<file path="src/rtl/coco_ps2_matrix_pkg.sv">
// Shared types and constants for the PS/2 to CoCo2 keyboard matrix converter.
package coco_ps2_matrix_pkg;

    // Decoded matrix position for one scancode; valid=0 means "not a matrix key".
    typedef struct packed {
        logic       valid;
        logic [2:0] row;
        logic [2:0] col;
    } kbd_pos_t;

    localparam int NUM_ROWS = 7;
    localparam int NUM_COLS = 8;

    // SHIFT lives in the matrix but is driven from the two shift flags.
    localparam logic [2:0] ROW_SHIFT = 3'd6;
    localparam logic [2:0] COL_SHIFT = 3'd7;

    // PS/2 set-2 scancodes that need special handling.
    localparam logic [7:0] SC_LSHIFT = 8'h12;
    localparam logic [7:0] SC_RSHIFT = 8'h59;
    localparam logic [7:0] SC_ESC    = 8'h76;
    localparam logic [7:0] SC_BKSP   = 8'h66;
    localparam logic [7:0] SC_UP     = 8'h75;
    localparam logic [7:0] SC_DOWN   = 8'h72;
    localparam logic [7:0] SC_LEFT   = 8'h6B;
    localparam logic [7:0] SC_RIGHT  = 8'h74;
    localparam logic [7:0] SC_HOME   = 8'h6C;
    localparam logic [7:0] SC_LCTRL  = 8'h14;
    localparam logic [7:0] SC_LALT   = 8'h11;
    localparam logic [7:0] SC_F1     = 8'h05;
    localparam logic [7:0] SC_F2     = 8'h06;

    // Build a valid matrix position.
    function automatic kbd_pos_t kpos(input logic [2:0] r, input logic [2:0] c);
        kbd_pos_t p;
        p.valid = 1'b1;
        p.row   = r;
        p.col   = c;
        return p;
    endfunction

endpackage

</file>
<file path="src/rtl/coco_ps2_matrix_if.sv">
// Keyboard-side bus of the matrix converter: PS/2 events in, PIA0 strobe/sense.
interface coco_ps2_matrix_if;
    logic [10:0] ps2_key;
    logic        kbd_clear;
    logic [7:0]  key_col_n;
    logic [6:0]  key_row_n;
    logic        any_key;

    // Host side: hps_io / PIA0 model.
    modport master (
        output ps2_key, kbd_clear, key_col_n,
        input  key_row_n, any_key
    );

    // Converter side.
    modport slave (
        input  ps2_key, kbd_clear, key_col_n,
        output key_row_n, any_key
    );
endinterface

</file>
<file path="src/rtl/coco_ps2_matrix_rom.sv">
// Registered scancode lookup: {ext,code} -> matrix position plus shift flags.
module coco_ps2_matrix_rom
    import coco_ps2_matrix_pkg::*;
#(
    parameter int BKSP_IS_LEFT  = 1,
    parameter int KEYPAD_ARROWS = 0
) (
    input  logic       clk_sys,
    input  logic       reset,
    input  logic       vld_i,
    input  logic       make_i,
    input  logic       ext_i,
    input  logic [7:0] code_i,
    output logic       vld_o,
    output logic       make_o,
    output kbd_pos_t   pos_o,
    output logic       is_lshift_o,
    output logic       is_rshift_o
);

    kbd_pos_t pos_d, pos_q;
    logic     lsh_d, rsh_d, lsh_q, rsh_q;
    logic     vld_p1_q, make_p1_q;

    // Table lookup; extended and plain codes live in separate spaces so a
    // prefix mismatch simply finds no entry.
    always_comb begin
        pos_d = '0;
        lsh_d = 1'b0;
        rsh_d = 1'b0;
        if (!ext_i) begin
            case (code_i)
                8'h52:     pos_d = kpos(3'd0, 3'd0); // ' -> @
                8'h1C:     pos_d = kpos(3'd0, 3'd1); // A
                8'h32:     pos_d = kpos(3'd0, 3'd2); // B
                8'h21:     pos_d = kpos(3'd0, 3'd3); // C
                8'h23:     pos_d = kpos(3'd0, 3'd4); // D
                8'h24:     pos_d = kpos(3'd0, 3'd5); // E
                8'h2B:     pos_d = kpos(3'd0, 3'd6); // F
                8'h34:     pos_d = kpos(3'd0, 3'd7); // G
                8'h33:     pos_d = kpos(3'd1, 3'd0); // H
                8'h43:     pos_d = kpos(3'd1, 3'd1); // I
                8'h3B:     pos_d = kpos(3'd1, 3'd2); // J
                8'h42:     pos_d = kpos(3'd1, 3'd3); // K
                8'h4B:     pos_d = kpos(3'd1, 3'd4); // L
                8'h3A:     pos_d = kpos(3'd1, 3'd5); // M
                8'h31:     pos_d = kpos(3'd1, 3'd6); // N
                8'h44:     pos_d = kpos(3'd1, 3'd7); // O
                8'h4D:     pos_d = kpos(3'd2, 3'd0); // P
                8'h15:     pos_d = kpos(3'd2, 3'd1); // Q
                8'h2D:     pos_d = kpos(3'd2, 3'd2); // R
                8'h1B:     pos_d = kpos(3'd2, 3'd3); // S
                8'h2C:     pos_d = kpos(3'd2, 3'd4); // T
                8'h3C:     pos_d = kpos(3'd2, 3'd5); // U
                8'h2A:     pos_d = kpos(3'd2, 3'd6); // V
                8'h1D:     pos_d = kpos(3'd2, 3'd7); // W
                8'h22:     pos_d = kpos(3'd3, 3'd0); // X
                8'h35:     pos_d = kpos(3'd3, 3'd1); // Y
                8'h1A:     pos_d = kpos(3'd3, 3'd2); // Z
                8'h29:     pos_d = kpos(3'd3, 3'd7); // SPACE
                8'h45:     pos_d = kpos(3'd4, 3'd0); // 0
                8'h16:     pos_d = kpos(3'd4, 3'd1); // 1
                8'h1E:     pos_d = kpos(3'd4, 3'd2); // 2
                8'h26:     pos_d = kpos(3'd4, 3'd3); // 3
                8'h25:     pos_d = kpos(3'd4, 3'd4); // 4
                8'h2E:     pos_d = kpos(3'd4, 3'd5); // 5
                8'h36:     pos_d = kpos(3'd4, 3'd6); // 6
                8'h3D:     pos_d = kpos(3'd4, 3'd7); // 7
                8'h3E:     pos_d = kpos(3'd5, 3'd0); // 8
                8'h46:     pos_d = kpos(3'd5, 3'd1); // 9
                8'h55:     pos_d = kpos(3'd5, 3'd2); // = -> :
                8'h4C:     pos_d = kpos(3'd5, 3'd3); // ;
                8'h41:     pos_d = kpos(3'd5, 3'd4); // ,
                8'h4E:     pos_d = kpos(3'd5, 3'd5); // -
                8'h49:     pos_d = kpos(3'd5, 3'd6); // .
                8'h4A:     pos_d = kpos(3'd5, 3'd7); // /
                8'h5A:     pos_d = kpos(3'd6, 3'd0); // ENTER
                SC_ESC:    pos_d = kpos(3'd6, 3'd2); // BREAK
                SC_LALT:   pos_d = kpos(3'd6, 3'd3); // ALT
                SC_LCTRL:  pos_d = kpos(3'd6, 3'd4); // CTRL
                SC_F1:     pos_d = kpos(3'd6, 3'd5); // F1
                SC_F2:     pos_d = kpos(3'd6, 3'd6); // F2
                SC_LSHIFT: lsh_d = 1'b1;
                SC_RSHIFT: rsh_d = 1'b1;
                SC_BKSP:   if (BKSP_IS_LEFT != 0)  pos_d = kpos(3'd3, 3'd5);
                SC_UP:     if (KEYPAD_ARROWS != 0) pos_d = kpos(3'd3, 3'd3);
                SC_DOWN:   if (KEYPAD_ARROWS != 0) pos_d = kpos(3'd3, 3'd4);
                SC_LEFT:   if (KEYPAD_ARROWS != 0) pos_d = kpos(3'd3, 3'd5);
                SC_RIGHT:  if (KEYPAD_ARROWS != 0) pos_d = kpos(3'd3, 3'd6);
                default:   pos_d = '0;
            endcase
        end else begin
            case (code_i)
                SC_UP:    pos_d = kpos(3'd3, 3'd3);
                SC_DOWN:  pos_d = kpos(3'd3, 3'd4);
                SC_LEFT:  pos_d = kpos(3'd3, 3'd5);
                SC_RIGHT: pos_d = kpos(3'd3, 3'd6);
                SC_HOME:  pos_d = kpos(3'd6, 3'd1); // CLEAR
                default:  pos_d = '0;
            endcase
        end
    end

    // Stage valid: the only S1 state that must start clean.
    always_ff @(posedge clk_sys) begin
        if (reset) vld_p1_q <= 1'b0;
        else       vld_p1_q <= vld_i;
    end

    // Stage payload, qualified by vld_p1_q downstream.
    always_ff @(posedge clk_sys) begin
        make_p1_q <= make_i;
        pos_q     <= pos_d;
        lsh_q     <= lsh_d;
        rsh_q     <= rsh_d;
    end

    assign vld_o       = vld_p1_q;
    assign make_o      = make_p1_q;
    assign pos_o       = pos_q;
    assign is_lshift_o = lsh_q;
    assign is_rshift_o = rsh_q;

endmodule

</file>
<file path="src/rtl/coco_ps2_matrix.sv">
// PS/2 key events -> CoCo2 8x7 keyboard matrix as seen by PIA0.
module coco_ps2_matrix
    import coco_ps2_matrix_pkg::*;
#(
    parameter int BKSP_IS_LEFT  = 1,
    parameter int KEYPAD_ARROWS = 0
) (
    input logic               clk_sys,
    input logic               reset,
    coco_ps2_matrix_if.slave  kbd
);

    logic [10:0] ps2_in_q;
    logic        tog_q;
    logic        evt;
    logic        vld_p0_q, make_p0_q, ext_p0_q;
    logic [7:0]  code_p0_q;

    logic        vld_p1, make_p1, lsh_p1, rsh_p1;
    kbd_pos_t    pos_p1;

    logic [NUM_ROWS-1:0][NUM_COLS-1:0] matrix_d, matrix_q, matrix_eff;
    logic        lsh_d, lsh_q, rsh_d, rsh_q;
    logic [6:0]  key_row_n_d, key_row_n_q;
    logic        any_key_q;

    // Input register isolates the hps_io path from the toggle detector.
    always_ff @(posedge clk_sys) begin
        ps2_in_q <= kbd.ps2_key;
    end

    assign evt = ps2_in_q[10] ^ tog_q;

    // S0: toggle detect; tog_q follows the live input during reset so
    // releasing reset never manufactures an event.
    always_ff @(posedge clk_sys) begin
        if (reset) begin
            tog_q    <= kbd.ps2_key[10];
            vld_p0_q <= 1'b0;
        end else begin
            tog_q    <= ps2_in_q[10];
            vld_p0_q <= evt;
        end
    end

    // S0 payload capture.
    always_ff @(posedge clk_sys) begin
        if (evt) begin
            make_p0_q <= ps2_in_q[9];
            ext_p0_q  <= ps2_in_q[8];
            code_p0_q <= ps2_in_q[7:0];
        end
    end

    // ---- S1: scancode decode ----
    coco_ps2_matrix_rom #(
        .BKSP_IS_LEFT  (BKSP_IS_LEFT),
        .KEYPAD_ARROWS (KEYPAD_ARROWS)
    ) u_rom (
        .clk_sys     (clk_sys),
        .reset       (reset),
        .vld_i       (vld_p0_q),
        .make_i      (make_p0_q),
        .ext_i       (ext_p0_q),
        .code_i      (code_p0_q),
        .vld_o       (vld_p1),
        .make_o      (make_p1),
        .pos_o       (pos_p1),
        .is_lshift_o (lsh_p1),
        .is_rshift_o (rsh_p1)
    );

    // S2 next state: clear overrides any update landing in the same cycle.
    always_comb begin
        matrix_d = matrix_q;
        lsh_d    = lsh_q;
        rsh_d    = rsh_q;
        if (kbd.kbd_clear) begin
            matrix_d = '0;
            lsh_d    = 1'b0;
            rsh_d    = 1'b0;
        end else if (vld_p1) begin
            if (pos_p1.valid) matrix_d[pos_p1.row][pos_p1.col] = make_p1;
            if (lsh_p1)       lsh_d = make_p1;
            if (rsh_p1)       rsh_d = make_p1;
        end
    end

    // S2: key-down state.
    always_ff @(posedge clk_sys) begin
        if (reset) begin
            matrix_q <= '0;
            lsh_q    <= 1'b0;
            rsh_q    <= 1'b0;
        end else begin
            matrix_q <= matrix_d;
            lsh_q    <= lsh_d;
            rsh_q    <= rsh_d;
        end
    end

    // Matrix as the PIA sees it: SHIFT held while either shift key is down.
    always_comb begin
        matrix_eff = matrix_q;
        matrix_eff[ROW_SHIFT][COL_SHIFT] = lsh_q | rsh_q;
        key_row_n_d = '1;
        for (int r = 0; r < NUM_ROWS; r++) begin
            key_row_n_d[r] = ~|(matrix_eff[r] & ~kbd.key_col_n);
        end
    end

    // Registered row sense and activity flag.
    always_ff @(posedge clk_sys) begin
        if (reset) begin
            key_row_n_q <= 7'h7F;
            any_key_q   <= 1'b0;
        end else begin
            key_row_n_q <= key_row_n_d;
            any_key_q   <= (|matrix_q) | lsh_q | rsh_q;
        end
    end

    assign kbd.key_row_n = key_row_n_q;
    assign kbd.any_key   = any_key_q;

endmodule

</file>
<file path="src/flat_wrapper.sv">
// flat-port wrapper written by rule: the top's interface ports become plain ports
module coco_ps2_matrix_flat import coco_ps2_matrix_pkg::*;
#(
    parameter int BKSP_IS_LEFT  = 1,
    parameter int KEYPAD_ARROWS = 0
)
  (clk_sys, reset, kbd_ps2_key, kbd_kbd_clear, kbd_key_col_n, kbd_key_row_n, kbd_any_key);
  coco_ps2_matrix_if kbd_i ();
  input logic clk_sys;
  input logic reset;
  input wire logic [$bits(kbd_i.ps2_key)-1:0] kbd_ps2_key;
  input wire logic [$bits(kbd_i.kbd_clear)-1:0] kbd_kbd_clear;
  input wire logic [$bits(kbd_i.key_col_n)-1:0] kbd_key_col_n;
  output wire logic [$bits(kbd_i.key_row_n)-1:0] kbd_key_row_n;
  output wire logic [$bits(kbd_i.any_key)-1:0] kbd_any_key;
  assign kbd_i.ps2_key = kbd_ps2_key;
  assign kbd_i.kbd_clear = kbd_kbd_clear;
  assign kbd_i.key_col_n = kbd_key_col_n;
  assign kbd_key_row_n = kbd_i.key_row_n;
  assign kbd_any_key = kbd_i.any_key;
  coco_ps2_matrix #(.BKSP_IS_LEFT(BKSP_IS_LEFT), .KEYPAD_ARROWS(KEYPAD_ARROWS)) u_core (.clk_sys(clk_sys), .reset(reset), .kbd(kbd_i));
endmodule
</file>
<file path="config.mk">
export PLATFORM = sky130hd
export DESIGN_NAME = coco_ps2_matrix_flat
export DESIGN_NICKNAME = d
export VERILOG_FILES = /design/src/rtl/coco_ps2_matrix_pkg.sv /design/src/rtl/coco_ps2_matrix_if.sv /design/src/rtl/coco_ps2_matrix_rom.sv /design/src/rtl/coco_ps2_matrix.sv /design/src/flat_wrapper.sv
export SDC_FILE = /design/constraint.sdc
export NUM_CORES = 1
export LEC_CHECK = 0
export ABC_AREA = 1
export BUFFER_PORTS_ARGS = -buffer_cell sky130_fd_sc_hd__buf_2
export CORE_ASPECT_RATIO = 1.25
export CORE_UTILIZATION = 61
export DETAILED_ROUTE_END_ITERATION = 7
export PLACE_DENSITY = 0.8
export SLEW_MARGIN = 20
export SYNTH_ARGS = -nofsm -noshare
export SYNTH_HDL_FRONTEND = slang
export SYNTH_SLANG_ARGS = --single-unit
</file>
<file path="constraint.sdc">
create_clock -name clk_sys -period 1.76 [get_ports clk_sys]
set_clock_uncertainty 0.2 [all_clocks]
set_input_delay 0.264 -clock clk_sys [delete_from_list [all_inputs] [get_ports clk_sys]]
set_output_delay 0.264 -clock clk_sys [all_outputs]
set_load 0.01 [all_outputs]
</file>
==> flow_summary_export.csv, run 1 <==
group,metric,value,unit
die,io_pins,30,
clock_network,cts_buffers,9,
die,die_h,103,um
synth,netlist_area,0.00494,mm^2
placement,place.port_buffers,29,
placement,dp_hpwl,12300,um
grt,grt-ovfl-total,4,
synth,ys_ff_latch,100,
synth,yosysSeqAreaShare,42.5,%
grt,grtUsageTotal,62.5,%
synth,syn_avg_cell_area,7.13,um^2
clock_network,cts-root-buf,"clkbuf_8",
placement,place.gp.congestion,1.03,
synth,synthCells,693,
synth,yosys_warnings,0,
die,start_util,63.1,%
clock_network,clockBufferDepth,2,
clock_network,cts_max_level,3,
synth,synth_fp_nets,715,
timing,worst-ep-kind,"register input",
timing,grt-worst-endpoint,"u_core.u_rom.pos_o[6]$_DFF_P_/D",
synth,ys_types,37,
placement,placed_area,0.00560,mm^2
status,stop_stage,"global routing",
status,run.stop_error,"[ERROR GRT-0232] Routing congestion too high. Check the congestion heatmap in the GUI.",
die,rows,36,
die,die_w,82.5,um
status,status,"stopped before the end",
clock_network,cts_sinks,100,
grt,grt_max_degree,59,
==> what timing repair did <==
| action | in CTS |
|---|---|
| hold buffers | 12 |
| resized for setup | 60 |
| setup endpoints to repair | 7 |
| hold endpoints to repair | 15 |
| pin swaps | 12 |
| setup buffers | 9 |
==> cells in the mapped netlist <==
cell type | number | area [um^2]
o41ai_1 | 2 | 17.5
dfxtp_1 | 90 | 1800
nor2_4 | 3 | 33.8
a211oi_1 | 7 | 52.6
o21a_1 | 1 | 7.51
a31oi_1 | 1 | 6.26
buf_1 | 2 | 7.51
nand3_1 | 60 | 300
inv_2 | 19 | 71.3
a221oi_1 | 3 | 26.3
buf_2 | 3 | 15.0
and3_1 | 1 | 6.26
edfxtp_1 | 10 | 300
inv_4 | 2 | 12.5
and2_1 | 2 | 12.5
clkbuf_1 | 10 | 37.5
o31ai_1 | 2 | 15.0
or2_2 | 2 | 12.5
nand2_2 | 1 | 6.26
nor2_2 | 8 | 50.1
nor3_1 | 30 | 150
o21ai_0 | 14 | 70.1
o2111ai_1 | 3 | 26.3
nor3_4 | 8 | 130
nand2_1 | 152 | 571
inv_1 | 57 | 214
nor2_1 | 60 | 225
nor4_1 | 13 | 81.3
nand4_1 | 10 | 62.6
and3b_1 | 1 | 8.76
o21ai_1 | 42 | 210
nor3_2 | 3 | 30.0
clkinv_1 | 1 | 3.75
nor3b_1 | 1 | 7.51
o211ai_1 | 1 | 7.51
o22ai_1 | 10 | 62.6
a21oi_1 | 58 | 290
==> through the flow <==
step / TNS [ns] / setup slack (ns) / instances / utilization [%] / hold slack [ns]
2_1_floorplan: 0 / 0.134 / 693 / - / 0.0917
3_3_place_gp: -2.66 / -0.468 / 856 / 71.5 / 0.128
3_5_place_dp: -2.48 / -0.449 / 856 / 71.5 / 0.133
4_1_cts: -0.657 / -0.132 / 893 / 79.0 / 0.0388
==> per-layer routing <==
metal  overflow  GRT usage [%]
met5          0           11.3
met4          4           59.4
met3          0           48.5
met2          0           80.0
met1          0           61.8
==> kinds of logic after synthesis <==
kind of cell	Yosys count	synth area share (%)
buffers and inverters	94	7.31
AND/OR/NAND/NOR	355	34.1
flip-flops	100	42.5
AO/OA/AOI/OAI	144	16.0
==> run 2: changes to the inputs <==
Settings changed: CORE_ASPECT_RATIO 1.25 to unset, CORE_UTILIZATION 61 to 40, PLACE_DENSITY 0.8 to unset, PLACE_DENSITY_LB_ADDON set to 0.15.
==> flow_summary_export.csv, run 2 <==
group,metric,value,unit
placement,pre_cts_ws,-0.151,ns
power,power.share.clock,42.1,%
synth,ys.flop_type,"dfxtp_1",
synth,yosys_warnings,0,
clock_network,cts-root-buf,"clkbuf_16",
route,vias_per_cell,5.68,
worst_setup_path,endpoint_kind,"flip-flop",
route,wl_per_cell,17.8,um
cells_and_area,final_cells,957,
die,die_area,0.0128,mm^2
worst_setup_path,critPathSlowestCell,"edfxtp_1",
grt,antenna_found_initial,0,
clock_network,insertion_delay,0.35,ns
placement,dp_hpwl,12000,um
synth,synth_top_area_share,36.4,%
grt,grt-ovfl-total,0,
die,start_util,41.2,%
timing,rsz0062_at_grt,"true",
synth,synth_edf_count,10,
cells_and_area,drive_above_1_share,30.0,%
synth,ys_types,37,
worst_setup_path,critical-path-top-delay-family,"simple AND/OR/NAND/NOR gates",
timing,setup-violations-final,7,
timing,setup_slack,-0.119,ns
route,drtIter0Drc,424,
clock_network,clockBufferDepth,2,
cells_and_area,final_nets,827,
grt,grt_first_pass_wirelength,26800,um
die,io_pins,30,
timing,fmax,0.532,GHz
synth,synthTopCellsByArea,"dfxtp_1, nand2_1, edfxtp_1",
cells_and_area,largest_reg_flops,55,
timing,tightest_slew,0.448,ns
clock_network,cts_tree,"built",
worst_setup_path,critPathBufInv,2,
power,leakage,2.74,nW
power,power,5.19,mW
power,power.internal,3.84,mW
power,p_switching,1.35,mW
worst_setup_path,cp-start-kind,"flip-flop",
grt,grtUsageTotal,27.4,%
timing,final_hold_viol_count,0,
route,wl,17000,um
power,seqPwrFrac,46.1,%
placement,place.port_buffers,29,
worst_setup_path,cp.required,1.80,ns
hold_path,hold_path.class,"primary input to flip-flop",
route,drt_pre_antenna_iters,5,
cells_and_area,final_cell_mix,"nand2_1, dfxtp_1, buf_4",
clock_network,cts_sinks,100,
worst_setup_path,worstPathArrival,1.92,ns
clock_network,cts_max_level,3,
clock_network,cts_buffers,9,
worst_setup_path,crit_path_max_fanout,4,
cells_and_area,fin_area,0.00666,mm^2
synth,netlist_area,0.00494,mm^2
synth,yosysTopAreaCell,"dfxtp_1",
synth,async_flop_share,0,%
synth,ys_ff_latch,100,
synth,synth_common_cells,"nand2_1, dfxtp_1, nand3_1, nor2_1, a21oi_1",
die,die_w,113,um
status,status,"finished with violations",
cells_and_area,diodes,0,
timing,fin_hold_ws,0.0919,ns
synth,syn_avg_cell_area,7.13,um^2
status,violations,"setup timing",
route,ant_nets,0,
run,drv_cap,0,
grt,grt_max_degree,59,
worst_setup_path,max_stage_delay,0.48,ns
die,rows,40,
synth,yosysMostFrequentCell,"nand2_1",
die,die_h,113,um
route,vias,5432,
worst_setup_path,cp_cell_sequence,"buf_4 > buf_4 > nand3_1 > o21ai_0 > nor2_1 > nand4_1 > o21ai_1 > nand2_1",
power,comb_power_share,11.8,%
die,core_area,0.0120,mm^2
synth,synthCells,693,
synth,yosysSeqAreaShare,42.5,%
cells_and_area,utilization,55.4,%
synth,synth_fp_nets,715,
placement,dpl.cell_count,917,
placement,place.gp.congestion,0.970,
timing,min_period,1.88,ns
worst_setup_path,path_class,"flip-flop to flip-flop",
timing,slew_violations,0,
cells_and_area,syn_to_final_growth,34.6,%
timing,tns,-0.634,ns
clock_network,cts.clk_slew.worst_paths,0.07,ns
grt,grt_pass1_vias,5328,
power,p_per_area,781,mW/mm^2
route,drc,0,
power,ir_drop,636,uV
timing,slew-limit-headroom,70.1,%
timing,fin_crit_sh,107,%
worst_setup_path,cp_common_cell,"buf_4",
placement,placed_area,0.00575,mm^2
power,p_sw_share,26.0,%
cells_and_area,final_common_cell,"nand2_1",
[run 2: cell counts after synthesis]
Identical to the previous run, type by type.
[run 2: tightest hold or removal path: stages]
cell	delay, ns
buf_2	0.18
o211ai_1	0.10
nand2_1	0.06
[run 2: power groups by stage]
| stage | combinational, mW | clock [mW] | sequential [mW] |
|---|---|---|---|
| after CTS | 0.582 | 2.22 | 2.40 |
| after floorplan | 0.233 | 0 | 2.44 |
| after global placement | 0.474 | 0 | 2.44 |
| after detailed placement | 0.475 | 0 | 2.44 |
| final | 0.611 | 2.19 | 2.40 |
| after global routing | 0.647 | 2.32 | 2.40 |
[run 2: final timing paths]
path	start	slack, ns	to	cells after the start
max reg2reg	u_core.code_p0_q[4]$_DFFE_PP_	-0.12	u_core.u_rom.pos_o[0]$_DFF_P_	8
max	u_core.code_p0_q[4]$_DFFE_PP_	-0.12	u_core.u_rom.pos_o[0]$_DFF_P_	8
min	kbd_key_col_n[2]	0.09	u_core.kbd.key_row_n[2]$_SDFF_PP1_	3
min reg2reg	u_core.make_p0_q$_DFFE_PP_	0.14	u_core.u_rom.make_o$_DFF_P_	0
[run 2: final cells by class]
cell class	count	area (um^2)
clock buffers	9	225
clock inverters	7	106
fillers	1144	5360
inverters	79	307
multi-input cells	499	2800
flip-flops and latches	100	2100
well taps	147	184
repair buffers	116	932
[run 2: metal layers]
layer  track usage (%)  vias up  wire length [um]
li1                  -     2599                 -
met1              29.8     2548              6550
met2              48.8      211              8560
met3              4.93       74               890
met4              17.8        0              1020
met5                 0        -                 0
[run 2: cell families (layout without fill, tap and decap cells)]
logic type	Yosys count	after routing	share of synthesized area (%)
AO/OA/AOI/OAI	144	144	16.0
buffers and inverters	94	211	7.31
flip-flops	100	100	42.5
AND/OR/NAND/NOR	355	355	34.1
[run 2: timing repair]
| item | 4_1_cts | 5_1_grt |
|---|---|---|
| endpoints found under the hold margin | 14 | 0 |
| setup endpoints to repair | 7 | 10 |
| hold buffers | 12 | 0 |
| setup buffers | 11 | 4 |
| pin swaps | 39 | 7 |
| resized for setup | 90 | 20 |
No activity file was read; power rests on OpenSTA's default activity.
